**config.mk**
```make
export PLATFORM = sky130hd
export DESIGN_NAME = countdown_timer_ctrl
export DESIGN_NICKNAME = d
export VERILOG_FILES = /design/src/rtl/timer_pkg.sv /design/src/rtl/rise_pulse.sv /design/src/rtl/countdown_timer_ctrl.sv
export SDC_FILE = /design/constraint.sdc
export NUM_CORES = 1
export LEC_CHECK = 0
export ABC_AREA = 1
export ABC_CLOCK_PERIOD_IN_PS = 4800
export CORE_UTILIZATION = 56
export DETAILED_ROUTE_END_ITERATION = 10
export PLACE_DENSITY = 0.86
export SYNTH_ARGS = -nofsm -noshare
export SYNTH_HDL_FRONTEND = slang
export SYNTH_SLANG_ARGS = --single-unit
export TNS_END_PERCENT = 5
```
**constraint.sdc**
```tcl
create_clock -name clock -period 4.8 [get_ports clock]
set_input_delay 0.48 -clock clock [delete_from_list [all_inputs] [get_ports clock]]
set_output_delay 0.48 -clock clock [all_outputs]
set_load 0.05 [all_outputs]
```
**src/rtl/timer_pkg.sv**
```systemverilog
// Shared encodings and defaults for the MM:SS countdown timer.
package timer_pkg;

    localparam int STATE_W     = 3;
    localparam int SEC_MAX_DEF = 59;
    localparam int MIN_MAX_DEF = 99;

    typedef enum logic [STATE_W-1:0] {
        S_IDLE    = 3'd0,
        S_SET_SEC = 3'd1,
        S_SET_MIN = 3'd2,
        S_RUN     = 3'd3,
        S_PAUSE   = 3'd4,
        S_DONE    = 3'd5
    } state_t;

endpackage

```
**src/rtl/rise_pulse.sv**
```systemverilog
// Turns a level into a one-cycle pulse on its rising edge.
module rise_pulse (
    input  logic clock,
    input  logic reset,
    input  logic level,
    output logic pulse
);

    logic level_q;

    always_ff @(posedge clock) begin
        if (reset) begin
            level_q <= 1'b0;
        end else begin
            level_q <= level;
        end
    end

    assign pulse = level & ~level_q;

endmodule

```
**src/rtl/countdown_timer_ctrl.sv**
```systemverilog
// Sequencing FSM for an MM:SS countdown timer driving a clock divider
// and a blinking display on expiry.
module countdown_timer_ctrl
    import timer_pkg::*;
#(
    parameter int SEC_MAX = SEC_MAX_DEF,
    parameter int MIN_MAX = MIN_MAX_DEF,
    parameter int W       = 7
) (
    input  logic               clock,
    input  logic               reset,
    input  logic               key_next,
    input  logic               key_go,
    input  logic [W-1:0]       sw_val,
    input  logic               div_level,
    output logic               div_flash,
    output logic               div_clear,
    output logic [W-1:0]       seconds,
    output logic [W-1:0]       minutes,
    output logic               blank,
    output logic [STATE_W-1:0] state_o
);

    localparam logic [W-1:0] SEC_TOP = W'(SEC_MAX);
    localparam logic [W-1:0] MIN_TOP = W'(MIN_MAX);

    state_t       state;
    logic         tick;
    logic         run_tick;
    logic         time_nz;
    logic         dec_zero;
    logic [W-1:0] sec_dec;
    logic [W-1:0] min_dec;
    logic [W-1:0] sec_clamp;
    logic [W-1:0] min_clamp;

    rise_pulse u_tick (
        .clock (clock),
        .reset (reset),
        .level (div_level),
        .pulse (tick)
    );

    assign state_o   = state;
    assign time_nz   = (seconds != '0) || (minutes != '0);
    assign sec_clamp = (sw_val > SEC_TOP) ? SEC_TOP : sw_val;
    assign min_clamp = (sw_val > MIN_TOP) ? MIN_TOP : sw_val;
    // A tick that lands on an accepted key is dropped.
    assign run_tick  = tick & ~key_next & ~key_go;

    always_comb begin
        sec_dec = seconds;
        min_dec = minutes;
        if (seconds != '0) begin
            sec_dec = seconds - 1'b1;
        end else if (minutes != '0) begin
            min_dec = minutes - 1'b1;
            sec_dec = SEC_TOP;
        end
    end

    assign dec_zero = (sec_dec == '0) && (min_dec == '0);

    always_ff @(posedge clock) begin
        if (reset) begin
            state     <= S_IDLE;
            div_flash <= 1'b0;
            div_clear <= 1'b1;
            blank     <= 1'b0;
        end else begin
            div_clear <= 1'b0;
            case (state)
                S_IDLE: begin
                    if (key_next) begin
                        state <= S_SET_SEC;
                    end else if (key_go && time_nz) begin
                        state     <= S_RUN;
                        div_clear <= 1'b1;
                    end
                end
                S_SET_SEC: begin
                    if (key_next) begin
                        state <= S_SET_MIN;
                    end
                end
                S_SET_MIN: begin
                    if (key_next) begin
                        state <= S_IDLE;
                    end else if (key_go && time_nz) begin
                        state     <= S_RUN;
                        div_clear <= 1'b1;
                    end
                end
                S_RUN: begin
                    if (key_next) begin
                        state <= S_IDLE;
                    end else if (key_go) begin
                        state <= S_PAUSE;
                    end else if ((tick && dec_zero) || !time_nz) begin
                        state     <= S_DONE;
                        div_flash <= 1'b1;
                    end
                end
                S_PAUSE: begin
                    if (key_next) begin
                        state <= S_IDLE;
                    end else if (key_go) begin
                        state     <= S_RUN;
                        div_clear <= 1'b1;
                    end
                end
                S_DONE: begin
                    if (key_next || key_go) begin
                        state     <= S_IDLE;
                        blank     <= 1'b0;
                        div_flash <= 1'b0;
                    end else if (tick) begin
                        blank <= ~blank;
                    end
                end
                default: begin
                    state     <= S_IDLE;
                    blank     <= 1'b0;
                    div_flash <= 1'b0;
                end
            endcase
        end
    end

    always_ff @(posedge clock) begin
        if (reset) begin
            seconds <= '0;
            minutes <= '0;
        end else begin
            case (state)
                S_SET_SEC: seconds <= sec_clamp;
                S_SET_MIN: minutes <= min_clamp;
                S_RUN: begin
                    if (run_tick) begin
                        seconds <= sec_dec;
                        minutes <= min_dec;
                    end
                end
                default: ;
            endcase
        end
    end

endmodule

```
==> results of run 1 <==
-- report_power, final --
group / total [mW] / internal (mW) / switching [mW]
combinational: 1.21 / 0.389 / 0.819
clock: 0.0939 / 0.0313 / 0.0626
sequential: 0.301 / 0.230 / 0.0716
-- worst max-delay path by stage --
stage,start,endpoint,slack [ns],cells past startpoint
floorplan,seconds[0],state_o[2],2.59,15
global placement,state_o[0],state_o[2],2.18,9
detailed placement,state_o[0],state_o[2],2.17,9
CTS,state_o[0],state_o[0],2.14,8
global route,state_o[0],state_o[2],1.77,9
finish,state_o[0],state_o[0],2.05,8
-- flip-flops by register name, indices dropped and copies added (netlist names) --
name and flops:
blank 1, div_clear 1, div_flash 1, minutes 7
seconds 7, state_o 3, u_tick.level_q 1
-- per-layer routing --
| metal | vias up | part of all wire, % |
|---|---|---|
| met2 | 91 | 46 |
| met3 | 5 | 9.0 |
| li1 | 931 | - |
| met5 | - | 0 |
| met4 | 0 | 1.1 |
| met1 | 808 | 44 |
-- cell usage after synthesis (all sizes together) --
master / number / area, um^2
nand3b: 1 / 7.51
ha: 4 / 50.1
nor2: 42 / 189
dfxtp: 21 / 420
nand4: 7 / 43.8
nand3: 29 / 155
clkbuf: 2 / 7.51
nor3b: 1 / 7.51
o21ai: 18 / 93.8
o22ai: 3 / 18.8
inv: 39 / 146
nor4: 1 / 6.26
a211oi: 2 / 15.0
a31oi: 6 / 37.5
o41ai: 1 / 8.76
a221oi: 4 / 35.0
o211ai: 2 / 15.0
nor3: 4 / 20.0
xor2: 1 / 8.76
buf: 5 / 31.3
a21oi: 13 / 65.1
nand2: 54 / 228
or2: 2 / 12.5
-- worst min-delay path, cell delays in order, from the launching register on --
cell and delay (ns):
dfxtp_1 0.34, nand2_1 0.06, a21oi_1 0.05
-- final cells by class --
class | instances | area [um^2]
clock buffers | 3 | 22.5
multi-input cells | 195 | 1020
flip-flops and latches | 21 | 420
fillers | 237 | 797
inverters | 39 | 146
well taps | 31 | 38.8
clock inverters | 1 | 5.00
repair buffers | 31 | 310
-- stage by stage --
| stage | util (%) | area (um^2) |
|---|---|---|
| floorplan | - | 1620 |
| global placement | 70.1 | 1930 |
| detailed placement | 70.1 | 1930 |
| CTS | 71.1 | 1960 |
| global route | 71.1 | 1960 |
| finish | 71.1 | 1960 |
-- cell families (layout without fill, tap and decap cells) --
logic type,count (synthesis),after routing
buffers and inverters,46,74
AO/OA/AOI/OAI,49,49
AND/OR/NAND/NOR,141,141
XOR/XNOR,1,1
flip-flops,21,21
adder cells (fa/ha/maj),4,4
-- layout by cell type (no fill, tap or decap) --
master,synthesis,routed
o21ai_2,1,1
o41ai_1,1,1
o21ai_0,17,17
clkbuf_4,0,3
a31oi_1,6,6
or2_2,2,2
clkinv_2,0,1
nand3_2,2,2
nand2_4,2,2
nor2_8,1,1
nand2_2,4,4
nor3b_1,1,1
nand2_1,48,48
dfxtp_1,21,21
nor3_1,4,4
clkdlybuf4s50_1,0,31
nand3_1,27,27
nand4_1,7,7
nor2_4,2,2
nor2_1,39,39
o211ai_1,2,2
a21oi_1,13,13
a221oi_1,4,4
a211oi_1,2,2
ha_1,4,4
inv_1,39,39
xor2_1,1,1
nand3b_1,1,1
nor4_1,1,1
o22ai_1,3,3
==> results_dict.tcl, run 1 <==
set metrics [dict create \
    grt_max_degree 15 \
    whs_endpoint "blank" \
    timing.hold.ws_ns 0.482 \
    synth-adder-area-share_pct 3.08 \
    synth.distinct_cells 30 \
    cts_buffer_depth 2 \
    use_met1_pct 40.2 \
    maxCapViolCount 0 \
    cts_tree "yes" \
    postRouteAntennaNets 0 \
    vias 1835 \
    layout-drive-gt1-share_pct 6.21 \
    cp_top_family "simple AND/OR/NAND/NOR gates" \
    wl_per_cell_um 13.5 \
    first_global_vias 1616 \
    muxShareOfSynthArea_pct 0 \
    instances_no_fill 321 \
    fp.dieArea_um2 3120 \
    drcViolationCount 0 \
    max-slew-margin-rel_pct 16.8 \
    slowest_delay_ns 0.98 \
    synth_area_per_cell_um2 6.19 \
    clock_sinks 21 \
    tightestPinTransition_ns 1.24 \
    period_minus_slack_ns 2.75 \
    yosys_warnings 0 \
    post-cts-setup-buffer-count 0 \
    p_total_mw 1.60 \
    cp_cell_sequence "inv_1 -> nor3_1 -> inv_1 -> nor2_1 -> nand2_2 -> nand2_2 -> nand2_1 -> a21oi_1" \
    critPathCaptureType "flop" \
    clockRootBuffer "clkbuf_4" \
    timing.final.ws_setup_ns 2.05 \
    report.final.slew_viol_count 0 \
    io_buffers 31 \
    areaGrowthSynthToFinish_pct 20.8 \
    arrival_ns 3.01 \
    cp_num_buf_inv 2 \
    path_clk_slew_ns 0.13 \
    busiest_layer "met2" \
    met3_usage_pct 4.88 \
    outcome "completed" \
    core_um2 2760 \
    grt_pass1_wl_mm 7.25 \
    syn-instance-count 262 \
    num-nets-final 307 \
    cp_slowest_cell "nor3_1" \
    rr_endpoint "state_o[0]" \
    cellPowerDensity_nw_per_um2 818 \
    synth_top_family_by_area "simple AND/OR/NAND/NOR gates" \
    fin_crit_sh_pct 57.2 \
    rows 19 \
    p_leak_nw 0.881 \
    n_antenna_cell 0 \
    synth_area_um2 1620 \
    viasPerCell 5.72 \
    cp.required_ns 5.06 \
    place_ws_ns 2.17 \
    ys_seq_area_share_pct 25.9 \
    synthSimpleGateAreaFrac_pct 41.2 \
    insertion_delay_ns 0.32 \
    rsz0062_at_grt "false" \
    cp-start-kind "flop" \
    synth-compound-area-share_pct 17.8 \
    grtUsageTotal_pct 28.9 \
    hold_viol 0 \
    synth-seq-cells 21 \
    gp_congestion 0.930 \
    rr_startpoint "state_o[0]" \
    min_path_cells 2 \
    overflow 0 \
    ios 32 \
    cts_buffers 3 \
    dp.cells 317 \
    drt_wl_total_mm 4.34 \
    hp-class "flop to flop" \
    fp.dieH_um 55.8 \
    r2r_slack_ns 2.05 \
    start_util_pct 58.8 \
    cts_resized 0 \
    synth_xor_area_share_pct 0.540 \
    tns_ns 0 \
    finalSetupViolCount 0 \
    die_w_um 55.8 \
    drtIter0Drc 117 \
    cts-hold-fix-buffers 0 \
    max_freq_mhz 364 \
    htreeDepth 1 \
    finClkSkew_ns 0.00408 \
    antenna_found_initial 0 \
    ff2ff_path_depth 8 \
    first_pass_iters 5 \
    syn_nets 278 \
    ir_drop_mv 0.775 \
    critPathMaxFanout 12 \
    grt_use_met2_pct 46.1 \
    hp-start "blank" \
    worstSetupPathType "flop to flop" \
    place.detailed.hpwl_mm 3.36 \
]
Note: power is estimated with default switching activity, not from simulation.
==> inputs of run 2 (changes only) <==
--- a/config.mk
+++ b/config.mk
@@ -6,10 +6,10 @@
 export NUM_CORES = 1
 export LEC_CHECK = 0
 export ABC_AREA = 1
-export ABC_CLOCK_PERIOD_IN_PS = 4800
-export CORE_UTILIZATION = 56
+export ABC_CLOCK_PERIOD_IN_PS = 2700
+export CORE_UTILIZATION = 52
 export DETAILED_ROUTE_END_ITERATION = 10
-export PLACE_DENSITY = 0.86
+export PLACE_DENSITY = 0.8
 export SYNTH_ARGS = -nofsm -noshare
 export SYNTH_HDL_FRONTEND = slang
 export SYNTH_SLANG_ARGS = --single-unit
==> constraint.sdc (replaced) <==
create_clock -name clock -period 2.7 [get_ports clock]
set_input_delay 0.27 -clock clock [delete_from_list [all_inputs] [get_ports clock]]
set_output_delay 0.27 -clock clock [all_outputs]
set_load 0.05 [all_outputs]
==> results_dict.tcl, run 2 (synthesis gave the netlist of run 1 again) <==
set metrics [dict create \
    drcViolationCount 2 \
    cp-start-kind "flop" \
    cts-hold-fix-buffers 0 \
    first_pass_iters 7 \
    cts_tree "yes" \
    arrival_ns 2.57 \
    timing.hold.ws_ns 0.480 \
    cp_top_family "simple AND/OR/NAND/NOR gates" \
    gp_congestion 0.960 \
    tightestPinTransition_ns 0.613 \
    worstSetupPathType "flop to flop" \
    place.detailed.hpwl_mm 3.43 \
    layout_commonest_cell "nand2_1" \
    report.final.slew_viol_count 0 \
    ff2ff_path_depth 15 \
    whs_endpoint "u_tick.level_q" \
    num-nets-final 308 \
    postRouteAntennaNets 0 \
    cp_cell_sequence "inv_1 -> ha_1 -> inv_1 -> nor2_1 -> nand3_2 -> nor2_1 -> nand2_1 -> nand3_1 -> nand3_1 -> nor2_1 -> nand2_1 -> nand2_2 -> nand2_2 -> a21oi_1 -> nor2_1" \
    fin_util_pct 69.0 \
    max-slew-margin-rel_pct 58.8 \
    rows 19 \
    slowest_delay_ns 0.39 \
    critPathCaptureType "flop" \
    start_util_pct 56.9 \
    htreeDepth 1 \
    ios 32 \
    grt_pass1_wl_mm 7.22 \
    layout-drive-gt1-share_pct 6.53 \
    wl_per_cell_um 13.8 \
    fin_crit_sh_pct 86.6 \
    post-cts-setup-buffer-count 0 \
    n_antenna_cell 0 \
    hp-class "input pin to flop" \
    placed_cell_area_um2 1940 \
    cts_buffers 3 \
    insertion_delay_ns 0.33 \
    die_w_um 57.9 \
    rsz0062_at_grt "false" \
    areaGrowthSynthToFinish_pct 21.3 \
    rr_startpoint "seconds[0]" \
    design_area_um2 1970 \
    antenna_found_initial 0 \
    path_clk_slew_ns 0.13 \
    first_global_vias 1557 \
    drt_wl_total_mm 4.44 \
    grtUsageTotal_pct 28.2 \
    hold_viol 0 \
    cellPowerDensity_nw_per_um2 1460 \
    rr_endpoint "state_o[2]" \
    finClkSkew_ns 0.00659 \
    cts_resized 0 \
    cp_num_buf_inv 2 \
    period_minus_slack_ns 2.34 \
    overflow 0 \
    maxCapViolCount 0 \
    ir_drop_mv 0.873 \
    cp_slowest_cell "dfxtp_1" \
    violations "design-rule violations" \
    fp.dieArea_um2 3350 \
    cp.required_ns 2.93 \
    outcome "finished, violations left" \
    clockRootBuffer "clkbuf_4" \
    p_leak_nw 0.886 \
    drtIter0Drc 145 \
    io_buffers 31 \
    min_path_cells 3 \
    finalSetupViolCount 0 \
    cp_common_cell "nor2_1" \
    cts_buffer_depth 2 \
    clock_sinks 21 \
    critPathMaxFanout 14 \
    vias 1813 \
    final_cell_mix "nand2_1 (48), inv_1 (39), nor2_1 (39)" \
    hp-start "div_level" \
    fp.dieH_um 57.9 \
    r2r_slack_ns 0.36 \
    core_um2 2850 \
    viasPerCell 5.63 \
    grt_max_degree 15 \
    tns_ns 0 \
    max_freq_mhz 428 \
]
run 2: cell types whose count changed in the layout (fill, tap and decap cells not counted), sizes merged:
cell / change
buf: +1
run 2: cell type report:
class                      instances  area [um^2]
multi-input combinational        195         1020
fill                             265          885
sequential                        21          420
timing repair buffer              32          318
inverter                          39          146
tap                               31         38.8
clock buffer                       3         22.5
clock inverter                     1         5.00
run 2: worst min-delay path: stages:
cell and delay, ns:
clkdlybuf4s50_1 0.39, inv_1 0.07, nor2_1 0.04
run 2: where the power goes:
group	internal, mW	leakage (nW)	switching, mW
clock	0.0557	0.0177	0.113
sequential	0.409	0.172	0.130
combinational	0.696	0.696	1.47
total	1.16	0.886	1.71
run 2: stage by stage:
stage / instances / power [mW] / setup WS [ns]
after floorplan: 262 / 2.19 / 0.493
after global placement: 318 / 2.65 / 0.440
after detailed placement: 318 / 2.67 / 0.416
after CTS: 322 / 2.85 / 0.386
after global routing: 322 / 3.10 / 0.162
final: 322 / 2.87 / 0.363
run 2: worst max path at each step:
| stage | from | endpoint | slack, ns | cells after the start |
|---|---|---|---|---|
| after global placement | seconds[0] | state_o[2] | 0.44 | 15 |
| final | seconds[0] | state_o[2] | 0.36 | 15 |
| after floorplan | seconds[0] | state_o[2] | 0.49 | 15 |
| after detailed placement | seconds[0] | state_o[2] | 0.42 | 15 |
| after global routing | seconds[0] | state_o[0] | 0.16 | 16 |
| after CTS | seconds[0] | state_o[2] | 0.39 | 15 |
run 2: routing by layer:
metal	part of all wire (%)	global-route usage (%)	routed length, um
met2	42	39.2	1880
met1	48	43.5	2150
met5	0	0	0
met4	2.2	11.2	96
met3	6.9	3.35	308
